===== src/rtl/bus_pkg.sv =====
// Shared definitions for the CPU bus bridge: FSM state encoding and the
// register offsets inside the 16-word memory-mapped I/O window.
package bus_pkg;

  typedef enum logic [1:0] {
    IDLE = 2'd0,
    BUSY = 2'd1,
    DONE = 2'd2
  } state_t;

  // Word offsets inside the I/O window
  localparam logic [3:0] LED    = 4'd0;
  localparam logic [3:0] CNT_LO = 4'd1;
  localparam logic [3:0] CNT_HI = 4'd2;
  localparam logic [3:0] STATUS = 4'd3;

  localparam int IO_WINDOW = 16;

endpackage


===== src/rtl/bus_io_regs.sv =====
// Memory-mapped I/O register file of the bus bridge.
// Holds the LED register, the free-running 32-bit cycle counter with its
// high-half snapshot, and the sticky fault status bit.
// Ports:
//   clk, reset_n  clock, asynchronous active-low reset
//   wr_en, rd_en  one-cycle access strobes (already decoded to this window)
//   offset        word offset inside the window
//   wdata         write data bits this block can use
//   fault_set     sets the sticky fault bit (wins over a clear)
//   rdata         combinational read data for the addressed register
//   led_out       LED register contents
module bus_io_regs
  import bus_pkg::*;
#(
  parameter int          DATA_WIDTH    = 16,
  parameter int          LED_WIDTH     = 10,
  // Counter value after reset; 0 in normal use
  parameter logic [31:0] COUNTER_RESET = 32'h0000_0000
) (
  input  logic                  clk,
  input  logic                  reset_n,
  input  logic                  wr_en,
  input  logic                  rd_en,
  input  logic [3:0]            offset,
  input  logic [LED_WIDTH-1:0]  wdata,
  input  logic                  fault_set,
  output logic [DATA_WIDTH-1:0] rdata,
  output logic [LED_WIDTH-1:0]  led_out
);

  logic [LED_WIDTH-1:0] led_r;
  logic [31:0]          counter_r;
  logic [15:0]          cnt_hi_r;
  logic                 status_r;

  // LED register: written through offset LED
  always_ff @(posedge clk or negedge reset_n) begin
    if (!reset_n) begin
      led_r <= {LED_WIDTH{1'b0}};
    end else if (wr_en && (offset == LED)) begin
      led_r <= wdata;
    end
  end

  // Free-running cycle counter, wraps naturally
  always_ff @(posedge clk or negedge reset_n) begin
    if (!reset_n) begin
      counter_r <= COUNTER_RESET;
    end else begin
      counter_r <= counter_r + 32'd1;
    end
  end

  // Reading CNT_LO freezes the matching high half so CNT_HI returns a consistent pair
  always_ff @(posedge clk or negedge reset_n) begin
    if (!reset_n) begin
      cnt_hi_r <= 16'h0000;
    end else if (rd_en && (offset == CNT_LO)) begin
      cnt_hi_r <= counter_r[31:16];
    end
  end

  // Sticky fault bit: a new fault has priority over a write-1-to-clear
  always_ff @(posedge clk or negedge reset_n) begin
    if (!reset_n) begin
      status_r <= 1'b0;
    end else if (fault_set) begin
      status_r <= 1'b1;
    end else if (wr_en && (offset == STATUS) && wdata[0]) begin
      status_r <= 1'b0;
    end
  end

  // Read mux; unused offsets read as zero
  always_comb begin
    rdata = {DATA_WIDTH{1'b0}};
    if (rd_en) begin
      case (offset)
        LED:     rdata = DATA_WIDTH'(led_r);
        CNT_LO:  rdata = DATA_WIDTH'(counter_r[15:0]);
        CNT_HI:  rdata = DATA_WIDTH'(cnt_hi_r);
        STATUS:  rdata = DATA_WIDTH'(status_r);
        default: rdata = {DATA_WIDTH{1'b0}};
      endcase
    end else begin
      rdata = {DATA_WIDTH{1'b0}};
    end
  end

  assign led_out = led_r;

endmodule


===== src/rtl/bus_bridge.sv =====
// Single-clock bridge between the CPU data bus, a synchronous block RAM with
// RAM_LATENCY read latency, and the I/O register window. Adds a one-cycle
// cpu_ready completion pulse (cpu_fault alongside it for bad accesses).
// Ports:
//   clk, reset_n           clock, asynchronous active-low reset
//   cpu_addr/wdata/read/write  CPU request, strobes held until cpu_ready
//   cpu_rdata/ready/fault  CPU completion
//   ram_addr/wdata/rden/wren/q  RAM macro interface (enables combinational)
//   led_out                LED register contents
module bus_bridge
  import bus_pkg::*;
#(
  parameter int          ADDR_WIDTH    = 20,
  parameter int          DATA_WIDTH    = 16,
  parameter int unsigned RAM_BASE      = 32'h0000_0000,
  parameter int unsigned RAM_DEPTH     = 1024,
  parameter int          RAM_LATENCY   = 1,
  parameter int unsigned IO_BASE       = 32'h000F_0000,
  parameter int          LED_WIDTH     = 10,
  // Counter value after reset; 0 in normal use
  parameter logic [31:0] COUNTER_RESET = 32'h0000_0000
) (
  input  logic                         clk,
  input  logic                         reset_n,
  input  logic [ADDR_WIDTH-1:0]        cpu_addr,
  input  logic [DATA_WIDTH-1:0]        cpu_wdata,
  input  logic                         cpu_read,
  input  logic                         cpu_write,
  output logic [DATA_WIDTH-1:0]        cpu_rdata,
  output logic                         cpu_ready,
  output logic                         cpu_fault,
  output logic [$clog2(RAM_DEPTH)-1:0] ram_addr,
  output logic [DATA_WIDTH-1:0]        ram_wdata,
  output logic                         ram_rden,
  output logic                         ram_wren,
  input  logic [DATA_WIDTH-1:0]        ram_q,
  output logic [LED_WIDTH-1:0]         led_out
);

  localparam int          RAM_AW   = $clog2(RAM_DEPTH);
  localparam logic [1:0]  LAT_LAST = 2'(RAM_LATENCY - 1);

  state_t                state_r;
  state_t                state_nxt_s;
  logic [1:0]            lat_cnt_r;
  logic [DATA_WIDTH-1:0] rdata_r;
  logic                  fault_r;

  logic [32:0]           ram_off_s;
  logic [32:0]           io_off_s;
  logic                  in_ram_s;
  logic                  in_io_s;
  logic                  accept_s;
  logic                  both_s;
  logic                  fault_s;
  logic                  ram_rd_s;
  logic                  ram_wr_s;
  logic                  io_rd_s;
  logic                  io_wr_s;
  logic                  last_busy_s;
  logic [DATA_WIDTH-1:0] io_rdata_s;

  // Offsets are taken in 33 bits so an address below a window base wraps to a
  // huge value and fails the single upper-bound compare.
  assign ram_off_s = 33'(cpu_addr) - 33'(RAM_BASE);
  assign io_off_s  = 33'(cpu_addr) - 33'(IO_BASE);
  assign in_ram_s  = ram_off_s < 33'(RAM_DEPTH);
  assign in_io_s   = io_off_s < 33'(IO_WINDOW);

  // Request decode; reset_n gating keeps the RAM enables quiet during reset
  always_comb begin
    accept_s = reset_n && (state_r == IDLE) && (cpu_read || cpu_write);
    both_s   = cpu_read && cpu_write;
    fault_s  = accept_s && (both_s || !(in_ram_s || in_io_s));
    // RAM wins where the windows overlap
    ram_rd_s = accept_s && !both_s && in_ram_s && cpu_read;
    ram_wr_s = accept_s && !both_s && in_ram_s && cpu_write;
    io_rd_s  = accept_s && !both_s && !in_ram_s && in_io_s && cpu_read;
    io_wr_s  = accept_s && !both_s && !in_ram_s && in_io_s && cpu_write;
    last_busy_s = (state_r == BUSY) && (lat_cnt_r == LAT_LAST);
  end

  // Next-state logic: only RAM reads wait in BUSY
  always_comb begin
    state_nxt_s = state_r;
    case (state_r)
      IDLE: begin
        if (ram_rd_s) begin
          state_nxt_s = BUSY;
        end else if (accept_s) begin
          state_nxt_s = DONE;
        end else begin
          state_nxt_s = IDLE;
        end
      end
      BUSY: begin
        if (last_busy_s) begin
          state_nxt_s = DONE;
        end else begin
          state_nxt_s = BUSY;
        end
      end
      DONE:    state_nxt_s = IDLE;
      default: state_nxt_s = IDLE;
    endcase
  end

  // State register
  always_ff @(posedge clk or negedge reset_n) begin
    if (!reset_n) begin
      state_r <= IDLE;
    end else begin
      state_r <= state_nxt_s;
    end
  end

  // Counts cycles spent in BUSY, restarts whenever the FSM leaves it
  always_ff @(posedge clk or negedge reset_n) begin
    if (!reset_n) begin
      lat_cnt_r <= 2'd0;
    end else if (state_r == BUSY) begin
      lat_cnt_r <= lat_cnt_r + 2'd1;
    end else begin
      lat_cnt_r <= 2'd0;
    end
  end

  // Fault flag captured at acceptance and presented during DONE
  always_ff @(posedge clk or negedge reset_n) begin
    if (!reset_n) begin
      fault_r <= 1'b0;
    end else if (accept_s) begin
      fault_r <= fault_s;
    end
  end

  // Read data: I/O value frozen at acceptance, RAM data taken on the last BUSY cycle,
  // everything else (writes, faults) returns zero
  always_ff @(posedge clk or negedge reset_n) begin
    if (!reset_n) begin
      rdata_r <= {DATA_WIDTH{1'b0}};
    end else if (io_rd_s) begin
      rdata_r <= io_rdata_s;
    end else if (last_busy_s) begin
      rdata_r <= ram_q;
    end else if (accept_s) begin
      rdata_r <= {DATA_WIDTH{1'b0}};
    end
  end

  bus_io_regs #(
    .DATA_WIDTH   (DATA_WIDTH),
    .LED_WIDTH    (LED_WIDTH),
    .COUNTER_RESET(COUNTER_RESET)
  ) u_io_regs (
    .clk      (clk),
    .reset_n  (reset_n),
    .wr_en    (io_wr_s),
    .rd_en    (io_rd_s),
    .offset   (io_off_s[3:0]),
    .wdata    (cpu_wdata[LED_WIDTH-1:0]),
    .fault_set(fault_s),
    .rdata    (io_rdata_s),
    .led_out  (led_out)
  );

  assign ram_addr  = ram_off_s[RAM_AW-1:0];
  assign ram_wdata = cpu_wdata;
  assign ram_rden  = ram_rd_s;
  assign ram_wren  = ram_wr_s;
  assign cpu_ready = (state_r == DONE);
  assign cpu_fault = (state_r == DONE) && fault_r;
  assign cpu_rdata = rdata_r;

endmodule


===== config.mk =====
export PLATFORM = sky130hd
export DESIGN_NAME = bus_bridge
export DESIGN_NICKNAME = d
export VERILOG_FILES = /design/src/rtl/bus_pkg.sv /design/src/rtl/bus_io_regs.sv /design/src/rtl/bus_bridge.sv
export SDC_FILE = /design/constraint.sdc
export NUM_CORES = 1
export LEC_CHECK = 0
export ABC_AREA = 1
export BUFFER_PORTS_ARGS = -buffer_cell sky130_fd_sc_hd__buf_2
export CAP_MARGIN = 20
export CORE_ASPECT_RATIO = 1.1
export CORE_MARGIN = 4
export CORE_UTILIZATION = 45
export CTS_CLUSTER_SIZE = 8
export DETAILED_ROUTE_END_ITERATION = 8
export GPL_TIMING_DRIVEN = 1
export PLACE_DENSITY = 0.79
export RECOVER_POWER = 50
export SYNTH_ARGS = -nofsm -noshare
export SYNTH_HDL_FRONTEND = slang
export SYNTH_SLANG_ARGS = --single-unit

===== constraint.sdc =====
create_clock -name clk -period 1.6 [get_ports clk]
set_input_delay 0.24 -clock clk [delete_from_list [all_inputs] [get_ports clk]]
set_output_delay 0.24 -clock clk [all_outputs]
set_load 0.01 [all_outputs]

==> run summary <==
Sw Share: 23.9%
Total GRT Usage: 20.9%
Wire per inst: 15.4 um
Final Util: 56.9%
P&R area growth vs syn: 22.7%
Grt ovf: 0
First-pass iteration count of the detailed router: 6
Initial DRC count: 344
Gpl congestion: 0.952
Lkg Pwr: 3.01 nW
CTS tree: done
Maxcap violations: 0
Final setup skew: 0.00919 ns
Rows: 38
Syn_area_per_cell: 7.70 um^2
Drt total wl: 12800 um
Clock Path Buffers: 2
Worst path most repeated cell: nor2_4
Synth Cell Area: 0.00461 mm^2
Vias per cell: 5.38
PortBufs: 99
Startpoint types: register
# diodes: 0
Synth top area cells: dfrtp_1 43%, nand2_1 17%, nand3_1 5.4%
PD cells: 740 mW/mm^2
Hpwl dp: 9380 um
Nets@finish: 765
Flop2flop setup slack: -0.03 ns
Worst VDD drop: 0.472 mV
Seq/Total Area, Yosys: 43.4%
Clk pin slew, worst setup/hold paths: 0.08 ns
CP required: 1.36 ns
Status: complete, but fails checks
Int Pwr: 3.19 mW
Worst path cell trace: nor2_4, nand4_4, inv_2, nand3_4, nor2_4, buf_6
Seq pwr share: 48.6%
Synth top area share: 43.4%
Global-route wire length before repair: 20300 um
Synth unique cells: 32
Worst Tran Pin Value: 0.974 ns
Post-Syn Instances: 599
Vias in the first global route: 4260
Endpoints failing setup: 7
Num CTS Buffers: 9
Placed instance area: 0.00520 mm^2
Core area: 0.00994 mm^2
Yosys warns: 0
DRT antenna net count: 0
Die Span Y: 114 um
Placed instance count: 802
Finished Cell Area: 0.00566 mm^2
Failing checks: setup timing
H-tree Lvls: 3
CP Class: reg2out
I/O pin total: 112
Hold WC Path Type: in2reg
WP data arrival: 1.42 ns
Clock network power share: 42.7%
Sequential Area: 0.00201 mm^2
RSZ-0062 raised after global routing: true
Setup TNS: -0.207 ns
Final hold violation count: 0
Slowest stage delay, CP: 0.42 ns
Die W: 105 um
Setup crit end kind: output port
Top cell type by total area after synthesis: dfrtp_1
Crit path max-delay family: simple AND/OR/NAND/NOR gates
Gate power share: 8.7%
Number of fill cells in the layout: 860
Number of antenna violations at the first check in global routing: 0
CTS sink count: 80
Post-route minimum period: 1.66 ns
Final worst setup slack: -0.0630 ns
Max Fanout on Critical Path: 3
Worst path slowest cell: dfrtp_1
Share of cells above drive strength 1: 25.2%
Vias: 4459
DRC violations left: 0
Clock latency on the worst-skew pair: 0.36 ns
Finished Layout Cells: 829
Net Count, Synth: 660
Peak Freq: 601 MHz
Buf/Inv on CP: 2
Worst hold slack: 0.148 ns
Clk root buf: clkbuf_8
Relative slew slack: 35.1%
Area of the multi-input gates: 0.00230 mm^2
Slew Viols, Final: 0
Die ar.: 0.0119 mm^2
Period utilisation layout: 104%
Net load switching power: 1.00 mW
Initial Util: 46.4%
Largest net degree at the start of global routing: 73
Seq cells post-synth: 80
power groups by stage:
| stage | Clock, mW | Combinational (mW) | Sequential [mW] |
|---|---|---|---|
| after floorplan | 0 | 0.187 | 2.08 |
| after global placement | 0 | 0.319 | 2.08 |
| after detailed placement | 0 | 0.327 | 2.08 |
| after CTS | 1.79 | 0.343 | 2.04 |
| after global routing | 1.89 | 0.399 | 2.04 |
| final | 1.79 | 0.363 | 2.04 |
synth_stat cells, drive strengths merged:
master / number
nor4: 1
nor3b: 1
nand4: 36
a21oi: 8
ha: 5
clkinv: 1
nand3: 52
a21o: 1
xnor2: 7
xor2: 23
nor3: 14
buf: 41
inv: 40
dfrtp: 80
o21ai: 3
clkbuf: 4
nand3b: 7
nor2: 59
nand2: 215
o22ai: 1
logic make-up after synthesis:
logic type               after synthesis  synth area share [%]
AND/OR/NAND/NOR                      385                  37.8
buffers and inverters                 86                  10.1
flip-flops                            80                  43.4
XOR/XNOR                              30                  5.70
AO/OA/AOI/OAI                         13                  1.57
adder cells (fa/ha/maj)                5                  1.36
what timing repair did:
item | 4_1_cts | 5_1_grt
resized for setup | 6 | 33
pin swaps | 3 | 7
hold endpoints to repair | 8 | 0
cloned | 0 | 2
hold buffers | 1 | 0
buffers inserted | 4 | 4
setup endpoints to repair | 2 | 26
routing by layer:
metal	share of wire [%]	GRT usage (%)	vias to the layer above
met5	0	0	-
met4	1.3	6.38	0
met3	6.4	3.05	22
met2	52	37.5	173
met1	40	26.0	2142
li1	-	-	2122
final timing paths:
check                             startpoint                 endpoint  cells after the start
worst max-delay path              state_r[1]                 ram_wren                      6
worst min-delay path            cpu_wdata[7]     u_io_regs.led_out[7]                      3
worst max register to register    state_r[1]     u_io_regs.led_out[0]                      8
worst min register to register  lat_cnt_r[0]             lat_cnt_r[0]                      1
max in group asynchronous            reset_n  u_io_regs.counter_r[19]                      2
min in group asynchronous            reset_n     u_io_regs.led_out[5]                      2
stage by stage:
stage / power (mW) / setup WS, ns
after global routing: 4.33 / -0.144
after floorplan: 2.26 / 0.0361
after global placement: 2.39 / -0.0996
final: 4.19 / -0.0630
after detailed placement: 2.40 / -0.193
after CTS: 4.17 / -0.102
worst min-delay path: cells and delay by family:
family	cells	cell delay [ns]
buffers and inverters	1	0.10
and+or+nand+nor	2	0.13
layout by cell type (no fill, tap or decap), types with 9 or more instances in the layout:
master    instances
dfrtp_1          77
xor2_1           23
nand4_1          33
clkbuf_1         21
buf_2            76
clkbuf_8          9
inv_1            36
nand2_2          13
buf_4            33
nand2_1         202
nand3_1          47
nor2_1           49
flip-flops by register name, indices dropped and copies added, names as in the netlist:
register	cells
u_io_regs.counter_r	32
cpu_rdata	16
u_io_regs.cnt_hi_r	16
u_io_regs.led_out	10
lat_cnt_r	2
state_r	2
fault_r	1
u_io_regs.status_r	1
layout make-up:
type / count / share of cell area (%)
Sequential cell: 80 / 35.4
Clock inverter: 6 / 1.90
Multi-Input combinational cell: 435 / 40.6
Clock buffer: 10 / 2.26
Inverter: 41 / 2.74
Tap cell: 120 / 2.65
Timing Repair Buffer: 137 / 14.4
No activity file was read; power rests on OpenSTA's default activity.
